==> src/rtl/usb_fs_pkg.sv <==
// Shared line-state encoding, receiver FSM states and USB framing constants.
// Line states are encoded {D+, D-} so a synchronised pair casts straight to line_t.
package usb_fs_pkg;

    typedef enum logic [1:0] {
        LS_SE0 = 2'b00,
        LS_K   = 2'b01,
        LS_J   = 2'b10,
        LS_SE1 = 2'b11
    } line_t;

    typedef enum logic [2:0] {
        ST_IDLE,
        ST_SYNC,
        ST_DATA,
        ST_EOP,
        ST_ABORT
    } rx_state_t;

    // SYNC is K J K J K J K K; bit i set means the i-th sampled symbol must be K.
    localparam logic [7:0] SYNC_PATTERN = 8'b1101_0101;
    localparam logic [2:0] STUFF_LIMIT  = 3'd6;

    function automatic line_t decode_line(input logic p, input logic m);
        return line_t'({p, m});
    endfunction

endpackage

==> src/rtl/usb_fs_rx_if.sv <==
// Bus-side signals of the FS receiver: raw D+/D- in, byte/EOP/error strobes out.
// The master modport is the line driver and byte consumer; slave is the receiver.
interface usb_fs_rx_if;
    logic       linep;
    logic       linem;
    logic       rx_active;
    logic [7:0] rx_data;
    logic       rx_valid;
    logic       rx_eop;
    logic       rx_error;

    modport master (
        output linep, linem,
        input  rx_active, rx_data, rx_valid, rx_eop, rx_error
    );

    modport slave (
        input  linep, linem,
        output rx_active, rx_data, rx_valid, rx_eop, rx_error
    );
endinterface

==> src/rtl/usb_fs_dpll.sv <==
// Line synchroniser + bit-clock recovery: phase counter re-aligns on every line-state change.
// Latency: 2 sync cycles, strobe CLK_PER_BIT/2 cycles into each bit; no backpressure.
module usb_fs_dpll
    import usb_fs_pkg::*;
#(
    parameter int CLK_PER_BIT = 4
) (
    input  logic  clk,
    input  logic  nreset,
    input  logic  linep_i,
    input  logic  linem_i,
    output logic  smp_vld_o,
    output line_t smp_ls_o
);
    localparam int            CW        = $clog2(CLK_PER_BIT);
    localparam logic [CW-1:0] PH_SAMPLE = CW'(CLK_PER_BIT / 2 - 1);
    localparam logic [CW-1:0] PH_LAST   = CW'(CLK_PER_BIT - 1);

    logic [1:0]    p_q;
    logic [1:0]    m_q;
    line_t         line_q;
    line_t         line_now;
    logic [CW-1:0] ph_q;
    logic [CW-1:0] ph_d;

    assign line_now = decode_line(p_q[1], m_q[1]);

    always_comb begin
        ph_d = ph_q + CW'(1);
        if (line_now != line_q || ph_q == PH_LAST) begin
            ph_d = '0;
        end
    end

    // Synchronisers come out of reset showing an idle J so no spurious edge is seen.
    always_ff @(posedge clk or negedge nreset) begin
        if (!nreset) begin
            p_q    <= 2'b11;
            m_q    <= 2'b00;
            line_q <= LS_J;
            ph_q   <= '0;
        end else begin
            p_q    <= {p_q[0], linep_i};
            m_q    <= {m_q[0], linem_i};
            line_q <= line_now;
            ph_q   <= ph_d;
        end
    end

    assign smp_vld_o = (ph_q == PH_SAMPLE);
    assign smp_ls_o  = line_q;

endmodule

==> src/rtl/usb_fs_rx.sv <==
// USB FS receiver: SYNC detect, NRZI decode, bit unstuffing, byte assembly, EOP/error strobes.
// Strobes appear one cycle after the deciding sample strobe; no backpressure.
module usb_fs_rx
    import usb_fs_pkg::*;
#(
    parameter int CLK_PER_BIT = 4
) (
    input  logic        clk,
    input  logic        nreset,
    usb_fs_rx_if.slave  bus
);
    logic      smp_vld;
    line_t     smp_ls;

    rx_state_t state_q, state_d;
    line_t     prev_q, prev_d;
    logic [7:0] shift_q, shift_d;
    logic [7:0] data_q, data_d;
    logic [2:0] bit_cnt_q, bit_cnt_d;
    logic [2:0] ones_q, ones_d;
    logic [2:0] sync_cnt_q, sync_cnt_d;
    logic      j_cnt_q, j_cnt_d;
    logic      valid_q, valid_d;
    logic      eop_q, eop_d;
    logic      error_q, error_d;
    logic      nrzi_bit;

    usb_fs_dpll #(
        .CLK_PER_BIT (CLK_PER_BIT)
    ) u_dpll (
        .clk       (clk),
        .nreset    (nreset),
        .linep_i   (bus.linep),
        .linem_i   (bus.linem),
        .smp_vld_o (smp_vld),
        .smp_ls_o  (smp_ls)
    );

    assign nrzi_bit = (smp_ls == prev_q);

    always_comb begin
        state_d    = state_q;
        prev_d     = prev_q;
        shift_d    = shift_q;
        data_d     = data_q;
        bit_cnt_d  = bit_cnt_q;
        ones_d     = ones_q;
        sync_cnt_d = sync_cnt_q;
        j_cnt_d    = j_cnt_q;
        valid_d    = 1'b0;
        eop_d      = 1'b0;
        error_d    = 1'b0;
        if (smp_vld) begin
            prev_d = smp_ls;
            case (state_q)
                ST_IDLE: begin
                    if (prev_q == LS_J && smp_ls == LS_K) begin
                        state_d    = ST_SYNC;
                        sync_cnt_d = 3'd1;
                    end
                end
                ST_SYNC: begin
                    if (smp_ls != (SYNC_PATTERN[sync_cnt_q] ? LS_K : LS_J)) begin
                        state_d = ST_IDLE;
                    end else if (sync_cnt_q == 3'd7) begin
                        state_d   = ST_DATA;
                        bit_cnt_d = '0;
                        ones_d    = '0;
                    end else begin
                        sync_cnt_d = sync_cnt_q + 3'd1;
                    end
                end
                ST_DATA: begin
                    if (smp_ls == LS_SE0) begin
                        state_d = ST_EOP;
                    end else if (smp_ls == LS_SE1) begin
                        error_d = 1'b1;
                        state_d = ST_ABORT;
                    end else if (ones_q == STUFF_LIMIT) begin
                        // Stuff slot: a 0 is dropped, a 1 means the sender broke the rule.
                        if (nrzi_bit) begin
                            error_d = 1'b1;
                            state_d = ST_ABORT;
                        end else begin
                            ones_d = '0;
                        end
                    end else begin
                        ones_d    = nrzi_bit ? ones_q + 3'd1 : 3'd0;
                        shift_d   = {nrzi_bit, shift_q[7:1]};
                        bit_cnt_d = bit_cnt_q + 3'd1;
                        if (bit_cnt_q == 3'd7) begin
                            data_d  = {nrzi_bit, shift_q[7:1]};
                            valid_d = 1'b1;
                        end
                    end
                end
                ST_EOP: begin
                    if (smp_ls == LS_J) begin
                        eop_d   = 1'b1;
                        error_d = (bit_cnt_q != 3'd0);
                        state_d = ST_IDLE;
                    end else if (smp_ls != LS_SE0) begin
                        error_d = 1'b1;
                        state_d = ST_ABORT;
                    end
                end
                ST_ABORT: begin
                    if (smp_ls == LS_J) begin
                        j_cnt_d = 1'b1;
                        if (j_cnt_q) begin
                            j_cnt_d = 1'b0;
                            state_d = ST_IDLE;
                        end
                    end else begin
                        j_cnt_d = 1'b0;
                    end
                end
                default: state_d = ST_IDLE;
            endcase
        end
    end

    always_ff @(posedge clk or negedge nreset) begin
        if (!nreset) begin
            state_q    <= ST_IDLE;
            prev_q     <= LS_J;
            shift_q    <= '0;
            data_q     <= '0;
            bit_cnt_q  <= '0;
            ones_q     <= '0;
            sync_cnt_q <= '0;
            j_cnt_q    <= 1'b0;
            valid_q    <= 1'b0;
            eop_q      <= 1'b0;
            error_q    <= 1'b0;
        end else begin
            state_q    <= state_d;
            prev_q     <= prev_d;
            shift_q    <= shift_d;
            data_q     <= data_d;
            bit_cnt_q  <= bit_cnt_d;
            ones_q     <= ones_d;
            sync_cnt_q <= sync_cnt_d;
            j_cnt_q    <= j_cnt_d;
            valid_q    <= valid_d;
            eop_q      <= eop_d;
            error_q    <= error_d;
        end
    end

    assign bus.rx_active = (state_q == ST_DATA) || (state_q == ST_EOP);
    assign bus.rx_data   = data_q;
    assign bus.rx_valid  = valid_q;
    assign bus.rx_eop    = eop_q;
    assign bus.rx_error  = error_q;

endmodule
==> src/flat_wrapper.sv <==
// flat-port wrapper written by rule: the top's interface ports become plain ports
module usb_fs_rx_flat import usb_fs_pkg::*;
#(
    parameter int CLK_PER_BIT = 4
)
  (clk, nreset, bus_linep, bus_linem, bus_rx_active, bus_rx_data, bus_rx_valid, bus_rx_eop, bus_rx_error);
  usb_fs_rx_if bus_i ();
  input  logic clk;
  input  logic nreset;
  input wire logic [$bits(bus_i.linep)-1:0] bus_linep;
  input wire logic [$bits(bus_i.linem)-1:0] bus_linem;
  output wire logic [$bits(bus_i.rx_active)-1:0] bus_rx_active;
  output wire logic [$bits(bus_i.rx_data)-1:0] bus_rx_data;
  output wire logic [$bits(bus_i.rx_valid)-1:0] bus_rx_valid;
  output wire logic [$bits(bus_i.rx_eop)-1:0] bus_rx_eop;
  output wire logic [$bits(bus_i.rx_error)-1:0] bus_rx_error;
  assign bus_i.linep = bus_linep;
  assign bus_i.linem = bus_linem;
  assign bus_rx_active = bus_i.rx_active;
  assign bus_rx_data = bus_i.rx_data;
  assign bus_rx_valid = bus_i.rx_valid;
  assign bus_rx_eop = bus_i.rx_eop;
  assign bus_rx_error = bus_i.rx_error;
  usb_fs_rx #(.CLK_PER_BIT(CLK_PER_BIT)) u_core (.clk(clk), .nreset(nreset), .bus(bus_i));
endmodule
==> config.mk <==
export PLATFORM = sky130hd
export DESIGN_NAME = usb_fs_rx_flat
export DESIGN_NICKNAME = d
export VERILOG_FILES = /design/src/rtl/usb_fs_pkg.sv /design/src/rtl/usb_fs_rx_if.sv /design/src/rtl/usb_fs_dpll.sv /design/src/rtl/usb_fs_rx.sv /design/src/flat_wrapper.sv
export SDC_FILE = /design/constraint.sdc
export NUM_CORES = 1
export LEC_CHECK = 0
export BUFFER_PORTS_ARGS = -buffer_cell sky130_fd_sc_hd__clkbuf_2
export CAP_MARGIN = 20
export CORE_MARGIN = 4
export CORE_UTILIZATION = 60
export CTS_CLUSTER_SIZE = 14
export DETAILED_ROUTE_END_ITERATION = 16
export HOLD_SLACK_MARGIN = 0.05
export PLACE_DENSITY = 0.87
export SYNTH_ARGS = -nofsm -noshare
export SYNTH_HDL_FRONTEND = slang
export SYNTH_SLANG_ARGS = --single-unit
==> constraint.sdc <==
create_clock -name clk -period 3.2 [get_ports clk]
set_input_delay 0.32 -clock clk [delete_from_list [all_inputs] [get_ports clk]]
set_output_delay 0.32 -clock clk [all_outputs]
set_load 0.01 [all_outputs]
# After elaboration in Yosys (flattened, before gate mapping)
# Memories as Yosys holds them, arrays and structs flattened.
# Index checks and enable logic that the tools add are counted.
[totals] word_cells=119 input_bits=4 rom_bits=8 output_inout_bits=12 regBits=42 memories=1
[op_classes] eq_ne=30 n_reduce_logical=16 bitwise=3 order_cmp=1 n_mux=49 addsub=4
[memory_table] name="(name not given)" depth=8 word_bits=1 rd=1 rd_ports_with_merged_regs=0 write_ports=0 line="usb_fs_rx.sv:63" source="if (smp_ls != (SYNC_PATTERN[sync_cnt_q] ? LS_K : LS_J)) begin"
[ops] operator="$mux W3" n=23
[ops] operator="$mux W1" n=19
[ops] operator="$pmux W3 S2" n=3
[ops] operator="$pmux W3 S5" n=1
[ops] operator="$reduce_and A7 Y1" n=2
[ops] operator="$eq A3 B3 Y1 const B" n=4
[ops] operator="$ne A2 B2 Y1 const B" n=5
[ops] operator="$reduce_and A5 Y1" n=2
[ops] operator="$add A3 B1 Y3 const B" n=3
[ops] operator="$eq A2 B2 Y1 const B" n=4
[ops] operator="$ne A2 B1 Y1 const B" n=4
[ops] operator="$ne A4 B1 Y1 const B" n=2
[ops] operator="$reduce_and A8 Y1" n=1
[ops] operator="$eq A3 B2 Y1 const B" n=2
[ops] operator="$ne A3 B1 Y1 const B" n=2
[ops] operator="$reduce_and A6 Y1" n=1
[ops] operator="$reduce_bool A2 Y1" n=3
[ops] operator="$eq A2 B1 Y1 const B" n=2
[ops] operator="$lt A3 B4 Y1 const B" n=1
[ops] operator="$mux W2" n=2
[ops] operator="$ne A2 B2 Y1" n=2
[ops] operator="$eq A3 B1 Y1 const B" n=1
[ops] operator="$logic_not A3 Y1" n=1
[ops] operator="$ne A3 B3 Y1 const B" n=1
[ops] operator="9 further kinds" n=12

# Logic depth before layout (Yosys ltp)
[depth] depth_word=7 ltp_mapped=9 mapped_depth_nobuf=7

# Hierarchy
# From an unflattened synthesis, not the netlist that was laid out.
[unflattened] cells_unflattened=185 hier_area_um2=2042.0
[modules_own_cells] mod="usb_fs_rx" cells_per_inst=170 seq_area_each_um2=827.0 n_inst=1 area_each_um2=1779.2
[modules_own_cells] mod="usb_fs_dpll" cells_per_inst=15 seq_area_each_um2=203.9 n_inst=1 area_each_um2=262.8

# Worst setup path before layout
# Ideal clock, no wire load.
[synth_path] path_kind="register -> register" startpoint="register u_core.u_dpll.line_q[1] (netlist: u_core.u_dpll.smp_ls_o[1])" endpoint="register u_core.state_q[0]" n_path_buf=2 synth_period_minus_slack_ps=2077 t_required_ps=3074 setup_ps=126 path_slack_ps=1123 t_arrival_ps=1952 stages_incl_launch_ff=9 cell_sequence="dfstp_2 buf_6 inv_1 ha_1 a32o_1 or4_1 buf_2 a21oi_1 a211oi_2"
[synth_via] elab_chain_cells=4 word_cells_on_any_way=20 classes_between="eq/ne (11); mux (5); reduce/logical (4)"
[synth_rtl] element="from (decl)" line="usb_fs_dpll.sv:21" source="line_t line_q;"
[synth_rtl] element="from (signal assigned)" line="usb_fs_dpll.sv:45" source="line_q <= line_now;"
[synth_rtl] element="$eq A2 B2 Y1 / $eq A2 B1 Y1 (equally long branches)" line="usb_fs_rx.sv:76, usb_fs_rx.sv:57"
[synth_rtl] element="$mux W3 / $logic_and A1 B1 Y1 (equally long branches)" line="usb_fs_rx.sv:76, usb_fs_rx.sv:57"
[synth_rtl] element="$mux W3 / $ne A2 B1 Y1 (equally long branches)"
[synth_rtl] element="$pmux W3 S5 / $reduce_and A8 Y1 (equally long branches)"
[synth_rtl] element="to (signal assigned)" line="usb_fs_rx.sv:137" source="state_q <= state_d;"
[synth_rtl] element="to (decl)" line="usb_fs_rx.sv:15" source="rx_state_t state_q, state_d;"
# Parallel ways exist; a longest one is shown, timed or not.
# A chain may end at the register's enable or synchronous reset.

# Worst setup path in the final report
[layout_path] startpoint="register u_core.u_dpll.line_q[0] (netlist: u_core.u_dpll.smp_ls_o[0])" endpoint="register u_core.state_q[0]"
# The elaborated chain is that of the path after synthesis.

==> flow_summary.yaml <==
sta:
  fmax_mhz: 442.0
  drv_slew: 0
  fin_worst_skew_ps: 17.76
  fin_setup_tns_ps: 0
  rsz0062_at_grt: "false"
  finalHoldViolations: 0
  period_needed_ps: 2263
  slew_headroom_pct: 71.51
  layout_setup_ws_ps: 937.3
  worst_slew_pin_slew_ps: 425.3
  setup_viol: 0
  layout_worst_path_cycle_share_pct: 70.71
detailed_routing:
  wl_um: 3604
  wire_per_inst_um: 14.59
  ant_nets: 0
  drtIter0Drc: 76
  vias: 1399
  vias_per_cell: 5.664
  drt_pass1_iterations: 4
  drc: 0
final_layout:
  multi_input_area_um2: 972.2
  fillers: 277
  postLayoutCoreUtil_pct: 68.12
  nets: 218
  area_growth_pct: 9.379
  fin_area_um2: 2291
  antenna_cells: 0
  drive_above_1_share_pct: 27.36
  seqCellArea_um2: 1031
synthesis:
  synth_flop_cell: "dfrtp_1"
  postSynthCellCount: 180
  yosysSeqAreaShare_pct: 49.22
  synth_top_area_share_pct: 44.21
  synth_most_common_cell: "dfrtp_1"
  yosys-top-cells-area: "dfrtp_1 44%, mux2_2 9.7%, ha_1 8.4%, dfstp_2 5.0%, nand2_1 2.9%"
  yosys_warnings: 0
  async_reset_ff_share_pct: 100.0
  syn_area_um2: 2095
  synth_nets: 198
  avgSynthCellArea_um2: 11.64
  synth_common_cells: "37 x dfrtp_1, 18 x mux2_2, 16 x nand2_1, 15 x nor2_1, 14 x ha_1"
  synth_top_area_cell: "dfrtp_1"
  ys_types: 44
  ys_seq_elements: 41
  synth-edff-count: 0
critical_path:
  critPathMaxFanout: 10
  regToRegSetupSlack_ps: 940
  crit_type: "flop to flop"
  end_kind: "flop"
  start_kind: "flop"
  arrival_ps: 2500
  cp.required_ps: 3440
clock_tree:
  cts_root_buf: "clkbuf_4"
  cts_setup_buffers: 0
  clockBufferDepth: 2
  cts.repair.resized: 0
  numCtsBuffers: 5
  clock_latency_ps: 350
  cts.clk_slew.worst_paths_ps: 130
  clock-sinks: 41
  cts_htree_levels: 2
  holdBufCountCts: 2
  tritoncts: "built"
floorplanning:
  fp-row-count: 21
  initial_utilization_pct: 62.28
  die_width_um: 67.09
  die_area_um2: 4500
  fp.coreArea_um2: 3363
  num_io_pins: 16
  die_y_um: 67.09
status:
  run_status: "finished, final reports clean"
placed_design:
  numPortBuffers: 15
  place_area_um2: 2181
  pre_cts_ws_ps: 959.3
  gp_congestion: 0.8571
  hpwl_um: 2694
global_routing:
  antenna_found_initial: 0
  grt_remaining_overflow: 0
  grt_usage_pct: 19.52
  grt_pass1_wl_um: 6396
  grt_max_degree: 42
  grt_pass1_vias: 1402
power:
  power_w: 0.001084
  power_density_nw_per_um2: 473.0
  ir_drop_mv: 0.3505
  p_leak_nw: 1.097
job:
  timing.max_cap.violations: 0
min_path:
  hold_path_class: "input pin to async pin"
==> per-layer routing <==
| metal | up-vias | global-route usage (%) | wire length [µm] | part of all wire, % |
|---|---|---|---|---|
| met1 | 680 | 22.81 | 1433 | 40 |
| met5 | - | 0 | 0 | 0 |
| li1 | 671 | - | - | - |
| met4 | 0 | 8.354 | 36 | 1.0 |
| met3 | 6 | 5.902 | 185 | 5.1 |
| met2 | 42 | 32.88 | 1950 | 54 |
==> cell usage in the layout (no fill, tap or decap), types with 2 or more instances in the layout <==
| cell | netlist | routed |
|---|---|---|
| dlygate4sd3_1 | 0 | 3 |
| a21oi_1 | 2 | 2 |
| a22o_1 | 3 | 3 |
| nand3_1 | 4 | 4 |
| xor2_1 | 2 | 2 |
| inv_1 | 12 | 12 |
| nand2b_1 | 2 | 2 |
| o21ai_0 | 6 | 6 |
| a32o_1 | 3 | 3 |
| nand3b_1 | 4 | 4 |
| nand2_1 | 16 | 16 |
| clkbuf_2 | 0 | 15 |
| dfstp_2 | 4 | 4 |
| nor2_1 | 15 | 15 |
| mux2i_1 | 3 | 3 |
| clkbuf_4 | 0 | 5 |
| ha_1 | 14 | 14 |
| mux2_2 | 18 | 18 |
| nor2b_1 | 3 | 3 |
| dfrtp_1 | 37 | 37 |
| clkinvlp_4 | 0 | 3 |
| xnor2_2 | 2 | 2 |
| nor3_1 | 3 | 3 |
==> critical path, cell delays in order, from the launching register on <==
cell	delay, ps
dfrtp_1	590
inv_1	130
ha_1	310
nand2b_1	130
o41ai_1	70
or4_1	650
a21oi_1	220
a211oi_2	60
==> flip-flops by register name, indices dropped and copies added, names as in the netlist <==
name / flops
u_core.bit_cnt_q: 3
u_core.bus.rx_data: 8
u_core.bus.rx_eop: 1
u_core.bus.rx_error: 1
u_core.bus.rx_valid: 1
u_core.j_cnt_q: 1
u_core.ones_q: 3
u_core.prev_q: 2
u_core.shift_q: 7
u_core.state_q: 3
u_core.sync_cnt_q: 3
u_core.u_dpll.m_q: 2
u_core.u_dpll.p_q: 2
u_core.u_dpll.ph_q: 2
u_core.u_dpll.smp_ls_o: 2
==> area by class of cell <==
type                            instances  area share (%)
Sequential cell                        41           45.00
Multi-Input combinational cell        121           42.44
Timing Repair Buffer                   19           5.461
Tap cell                               46           2.512
Inverter                               12           1.966
Clock buffer                            5           1.638
Clock inverter                          3          0.9831
==> stage by stage <==
stage / instances / hold WS, ps
global placement: 235 / 333.8
CTS: 245 / 109.7
finish: 247 / 341.9
global route: 247 / 340.6
detailed placement: 235 / 345.1
floorplan: 180 / 24.41
==> kinds of logic (layout without fill, tap and decap cells) <==
group	after synthesis	count (layout)	share of synthesized area, %
compound gates	24	24	9.618
xor+xnor	4	4	2.390
fa+ha+maj	14	14	8.363
buf+inv	18	39	4.360
flops	41	41	49.22
mux	21	21	11.11
simple gates	58	58	14.94
==> path summary, 6_finish.rpt <==
check / from / end / depth (start not counted)
worst max-delay path: u_core.u_dpll.smp_ls_o[0]$_DFF_PN0_ / u_core.state_q[0]$_DFFE_PN0P_ / 7
worst max register to register: u_core.u_dpll.smp_ls_o[0]$_DFF_PN0_ / u_core.state_q[0]$_DFFE_PN0P_ / 7
min in group clk: u_core.u_dpll.p_q[0]$_DFF_PN1_ / u_core.u_dpll.p_q[1]$_DFF_PN1_ / 0
worst min-delay path: nreset / u_core.j_cnt_q$_DFFE_PN0P_ / 2
max in group asynchronous: nreset / u_core.u_dpll.p_q[1]$_DFF_PN1_ / 3
worst min register to register: u_core.u_dpll.p_q[0]$_DFF_PN1_ / u_core.u_dpll.p_q[1]$_DFF_PN1_ / 0
==> where the power goes <==
group	total (W)	switching (W)	internal [W]	leakage, nW
Combinational	0.000206	0.000114	0.0000916	0.531
Sequential	0.000616	0.0000568	0.000559	0.543
Clock	0.000262	0.000177	0.0000850	0.0234
Total	0.00108	0.000348	0.000735	1.10
Note: power is estimated with default switching activity, not from simulation.
